===== src/rtl/shift_reg_1.sv =====
// UART transmit frame shifter: loads an assembled 9..12-bit frame on an active-low
// send request and shifts it out LSB first, one bit per baud_out edge.
module shift_reg_1 (
  input  logic        baud_out,
  input  logic        rst,
  input  logic [11:0] frame_out,
  input  logic        data_lenth,
  input  logic [1:0]  parity_type,
  input  logic        stop_bits,
  input  logic        send,
  output logic        data_out,
  output logic        p_parity_out,
  output logic        tx_active,
  output logic        tx_done
);

  typedef enum logic {
    S_IDLE = 1'b0,
    S_TX   = 1'b1
  } state_e;

  // Handshake: send is a level request, sampled low on a rising edge only while
  // tx_active is low; tx_done pulses for the single idle cycle after each frame.

  state_e      state_q, state_d;
  logic [11:0] shift_q, shift_d;
  logic [3:0]  idx_q, idx_d;
  logic [3:0]  last_q, last_d;
  logic        data_q, data_d;
  logic        par_q, par_d;
  logic        act_q, act_d;
  logic        done_q, done_d;

  logic        par_en;
  logic [3:0]  last_idx;

  assign par_en   = (parity_type == 2'b01) || (parity_type == 2'b10);
  // Index of the final frame bit: N-1 = 8 + data_lenth + parity slot + extra stop bit.
  assign last_idx = 4'd8 + {3'b000, data_lenth} + {3'b000, par_en} + {3'b000, stop_bits};

  always_ff @(posedge baud_out or negedge rst) begin
    if (!rst) begin
      state_q <= S_IDLE;
      shift_q <= '0;
      idx_q   <= '0;
      last_q  <= '0;
      data_q  <= 1'b1;
      par_q   <= 1'b0;
      act_q   <= 1'b0;
      done_q  <= 1'b0;
    end else begin
      state_q <= state_d;
      shift_q <= shift_d;
      idx_q   <= idx_d;
      last_q  <= last_d;
      data_q  <= data_d;
      par_q   <= par_d;
      act_q   <= act_d;
      done_q  <= done_d;
    end
  end

  always_comb begin
    state_d = state_q;
    shift_d = shift_q;
    idx_d   = idx_q;
    last_d  = last_q;
    data_d  = data_q;
    par_d   = par_q;
    act_d   = act_q;
    done_d  = 1'b0;
    case (state_q)
      S_IDLE: begin
        data_d = 1'b1;
        act_d  = 1'b0;
        if (!send) begin
          state_d = S_TX;
          shift_d = frame_out;
          idx_d   = 4'd0;
          last_d  = last_idx;
          data_d  = frame_out[0];
          act_d   = 1'b1;
          // The slot bit is forwarded as supplied; parity_type only sizes the frame.
          par_d   = par_en & (data_lenth ? frame_out[9] : frame_out[8]);
        end
      end
      S_TX: begin
        if (idx_q == last_q) begin
          state_d = S_IDLE;
          shift_d = '0;
          idx_d   = 4'd0;
          data_d  = 1'b1;
          act_d   = 1'b0;
          done_d  = 1'b1;
        end else begin
          idx_d   = idx_q + 4'd1;
          shift_d = {1'b0, shift_q[11:1]};
          data_d  = shift_q[1];
        end
      end
      default: state_d = S_IDLE;
    endcase
  end

  assign data_out     = data_q;
  assign p_parity_out = par_q;
  assign tx_active    = act_q;
  assign tx_done      = done_q;

endmodule


===== config.mk =====
export PLATFORM = sky130hd
export DESIGN_NAME = shift_reg_1
export DESIGN_NICKNAME = d
export VERILOG_FILES = /design/src/rtl/shift_reg_1.sv
export SDC_FILE = /design/constraint.sdc
export NUM_CORES = 1
export LEC_CHECK = 0
export CORE_MARGIN = 2
export CORE_UTILIZATION = 47
export CTS_BUF_LIST = sky130_fd_sc_hd__clkbuf_4
export DETAILED_ROUTE_END_ITERATION = 7
export PLACE_DENSITY = 0.78
export SYNTH_ARGS = -nofsm -noshare
export SYNTH_HDL_FRONTEND = slang
export SYNTH_SLANG_ARGS = --single-unit

===== constraint.sdc =====
create_clock -name baud_out -period 1.2 [get_ports baud_out]
set_input_delay 0.24 -clock baud_out [delete_from_list [all_inputs] [get_ports baud_out]]
set_output_delay 0.24 -clock baud_out [all_outputs]
set_load 0.01 [all_outputs]

# --- Yosys cells after proc, flatten, opt, wreduce, memory -nomap -nowiden ---
# Cells that the tools add are included.
totals:
  register_bits: 25
  in_bits: 19
  out_inout_bits: 4
  wordCells: 39
op_classes:
  addsub: 4
  eq_ne: 5
  n_mux: 17
  bitwise: 3
  reduce_logical: 2
op_table:
  columns: ["operator", "n"]
  rows:
  - ["case mux 12 bit (2 select lines)", 1]
  - ["two-way mux 12 bit", 1]
  - ["two-way mux 11 bit", 1]
  - ["adder 4 x 1 -> 4 bit", 2]
  - ["two-way mux 1 bit", 8]
  - ["two-way mux 4 bit", 2]
  - ["case mux 4 bit (2 select lines)", 1]
  - ["case mux 1 bit (2 select lines)", 3]
  - ["adder 4 x 1 -> 4 bit, first input constant", 1]
  - ["adder 4 x 1 -> 4 bit, second input constant", 1]
  - ["== test 4 bit", 1]
  - ["== test 2 x 1 -> 1 bit, second input constant", 1]
  - ["== test 2 bit, second input constant", 1]
  - ["inequality test 2 x 1 -> 1 bit, second input constant", 1]
  - ["inequality test 2 bit, second input constant", 1]
  - ["NOT 1 bit", 2]
  - ["AND reduction 2 bit", 1]
  - ["AND 1 bit", 1]
  - ["logical OR 1 bit", 1]

# --- Logic depth before layout (Yosys ltp) ---
depth:
  word_depth: 4
  mapped_depth: 4
  ltp_nobuf: 4

# --- Least setup slack after synthesis ---
# OpenSTA, ideal clock, no wires.
synth_path:
  kind: "register to register"
  start: "register idx_q[1]"
  end: "register shift_q[10]"
  setup_ns: 0.135
  t_arrival_ns: 1.236
  t_required_ns: 1.065
  slack_ns: -0.171
  path_stages_with_launch: 5
  n_path_buf: 1
  period_less_slack_ns: 1.371
  cell_sequence: "dfrtp_1 xor2_1 nor4_4 buf_6 o22ai_1"
synth_between:
  elab_chain_len: 3
synth_rtl:
  columns: ["item", "line", "text"]
  rows:
  - ["from (decl)", "27", "logic [3:0] idx_q, idx_d;"]
  - ["from (signal assigned)", "54", "idx_q <= idx_d;"]
  - ["== test 4 bit", "88", "if (idx_q == last_q) begin"]
  - ["two-way mux 11 bit", "88", null]
  - ["case mux 12 bit (2 select lines)", "72", "case (state_q)"]
  - ["to (signal assigned)", "53", "shift_q <= shift_d;"]
  - ["to (decl)", "26", "logic [11:0] shift_q, shift_d;"]
# No other way between the ends.
# A chain may end at the register's enable or synchronous reset.

# --- Final worst setup path ---
layout_path:
  start: "register idx_q[0]"
  end: "register shift_q[6]"
# The elaborated chain is that of the path after synthesis.

==> run summary <==
warnings from Yosys: 0
max_slew headroom: 81.9%
Die Wd: 52.1 um
Startpoint Class: flop
Synth Cell Area: 0.00109 mm^2
Vias/cell: 5.22
number of synthesized register bits: 23
Final Core Density: 69.2%
Mapped Cells: 100
Longest Clk Path Bufs: 2
initial drt markers: 6
CP bufs+invs: 1
largest net degree at the start of global routing: 24
initial cell density of the core: 49.6%
via count: 856
clock latency at the later pin of the worst-skew pair: 0.32 ns
status: finished, violations left
design area: 0.00152 mm^2
Total GRT Usage: 19.4%
final WL: 2220 um
Avg Cell Area, Syn: 10.9 um^2
crit-path max FO: 10
total die area: 0.00271 mm^2
worst path cell trace: xor2_2 > nor4_4 > buf_6 > o22ai_1
critical path class: reg2reg
max cap viols: 0
CP max-delay cell: dfrtp_1
Hold Buf Count CTS: 0
Die Height: 52.1 um
row count: 17
core box area: 0.00219 mm^2
Fin Setup TNS: -2.25 ns
residual DRC count: 0
P_leak: 0.000715 uW
dpl cell area: 0.00144 mm^2
CP max stage delay: 0.44 ns
Fin. Hold Viols: 0
fin crit period: 1.34 ns
clock slew at reported path FFs: 0.13 ns
commonest non-fill, non-tap cell in the layout: dfrtp_1
period utilization: 112%
Worst Setup Slack, final: -0.141 ns
wire per inst: 13.5 um
drt pass-1 iters: 4
final setup vio count: 18
register area share after synthesis: 53.0%
pwr/cell area: 2080 mW/mm^2
Peak VDD IR: 1.11 mV
Tightest Pin Transition: 0.270 ns
buffers added on ports: 22
Yosys cell types: 27
final slew viol count: 0
area growth from synthesis to layout: 39.4%
Fin Hold WS: 0.252 ns
final global-route overflow total: 0
critical path required time: 1.40 ns
initial antenna violation count: 0
post-route ant nets: 0
layout cells sized above 1: 25.7%
Final Net Count: 158
Hold Path Class: in2async
CTS tree: built
Setup crit end kind: flop
violated checks: negative setup slack
Synthesized Nets: 121
Largest delay share family, worst path: flip-flops
Post-DP HPWL: 1590 um
f_max: 0.746 GHz
Root Driver: clkbuf_4
htree depth: 1
io pins: 23
Post-Place Worst Slack: -0.364 ns
RSZ-0062 raised after global routing: true
first-pass GRT wire length: 3840 um
TritonCTS Sinks: 23
vias in the first global route: 884
antenna cells: 0
GPL Wtd Cong: 0.810
total CTS buffers: 3
Max Clock Skew: 0.00763 ns
Arr. time, crit path: 1.54 ns
commonest non-fill, non-tap cells in the layout: dfrtp_1 (22), nand2_1 (19), clkdlybuf4s50_1 (16)
worst paths after layout:
kind | from | endpoint | slack [ns] | cells after the start
setup / recovery | idx_q[0]$_DFFE_PN0P_ | shift_q[6]$_DFFE_PN0P_ | -0.14 | 4
hold / removal | rst | last_q[0]$_DFFE_PN0P_ | 0.25 | 2
setup reg to reg | idx_q[0]$_DFFE_PN0P_ | shift_q[6]$_DFFE_PN0P_ | -0.14 | 4
hold reg to reg | p_parity_out$_DFFE_PN0P_ | p_parity_out$_DFFE_PN0P_ | 0.50 | 2
max in group asynchronous | rst | data_out$_DFF_PN1_ | 0.72 | 2
min in group baud_out | parity_type[1] | p_parity_out$_DFFE_PN0P_ | 0.37 | 4
state kept, by name (all words and copies together) (netlist names):
| register | cells |
|---|---|
| data_out | 1 |
| idx_q | 4 |
| last_q | 3 |
| p_parity_out | 1 |
| shift_q | 11 |
| state_q | 1 |
| tx_active | 1 |
| tx_done | 1 |
routing by layer:
layer	share of wire [%]	global-route usage, %
met1	45	23.7
met2	51	33.5
met3	2.7	3.45
met4	1.7	7.89
met5	0	0
kinds of logic after synthesis:
kind of cell | synth area share (%)
flip-flops | 53.1
AO/OA/AOI/OAI | 12.3
buffers and inverters | 4.03
multiplexers | 11.0
adder cells (fa/ha/maj) | 2.99
XOR/XNOR | 3.22
AND/OR/NAND/NOR | 13.3
worst reg2reg max path, cell delays in order, from the launching register on:
cell     delay, ns
dfrtp_1       0.44
xor2_2        0.20
nor4_4        0.32
buf_6         0.19
o22ai_1       0.08
final cells by class:
class                   count  area, um^2
fillers                   167         676
well taps                  28        35.0
inverters                   3        11.3
clock buffers               3        22.5
repair buffers             38         352
multi-input cells          68         513
clock inverters             1        5.00
flip-flops and latches     23         577
what timing repair did:
item,CTS,global route
setup endpoints to repair,23,24
pin swaps,4,6
gates resized for setup,19,12
setup buffers,0,1
through the flow:
stage               instances  total power [uW]
floorplan                 100              2110
global placement          159              2600
detailed placement        159              2690
CTS                       163              3120
global route              164              3400
finish                    164              3150
where the power goes:
group          internal, uW  switching, uW  total (uW)
sequential             1090            218        1310
combinational           761            716        1480
clock                   125            242         366
total                  1980           1180        3150
synthesized netlist by cell type:
master,n,area [um^2]
nor4_4,1,21.3
mux2i_1,12,120
ha_1,1,12.5
and2_2,1,7.51
o31ai_1,3,22.5
buf_2,2,10.0
o211ai_1,1,7.51
buf_6,1,11.3
o21ai_0,5,25.0
buf_1,1,3.75
or3_1,1,6.26
dfrtp_1,22,551
xor2_1,3,26.3
dfstp_2,1,26.3
nand3_1,2,10.0
fa_1,1,20.0
nor2_1,1,3.75
xnor2_1,1,8.76
nand2_1,19,71.3
or2_2,1,6.26
nor2b_1,2,12.5
a21oi_1,1,5.00
o22ai_1,10,62.6
nand2b_1,1,6.26
clkbuf_1,2,7.51
inv_1,3,11.3
o32a_2,1,11.3
Note: power is estimated with default switching activity, not from simulation.
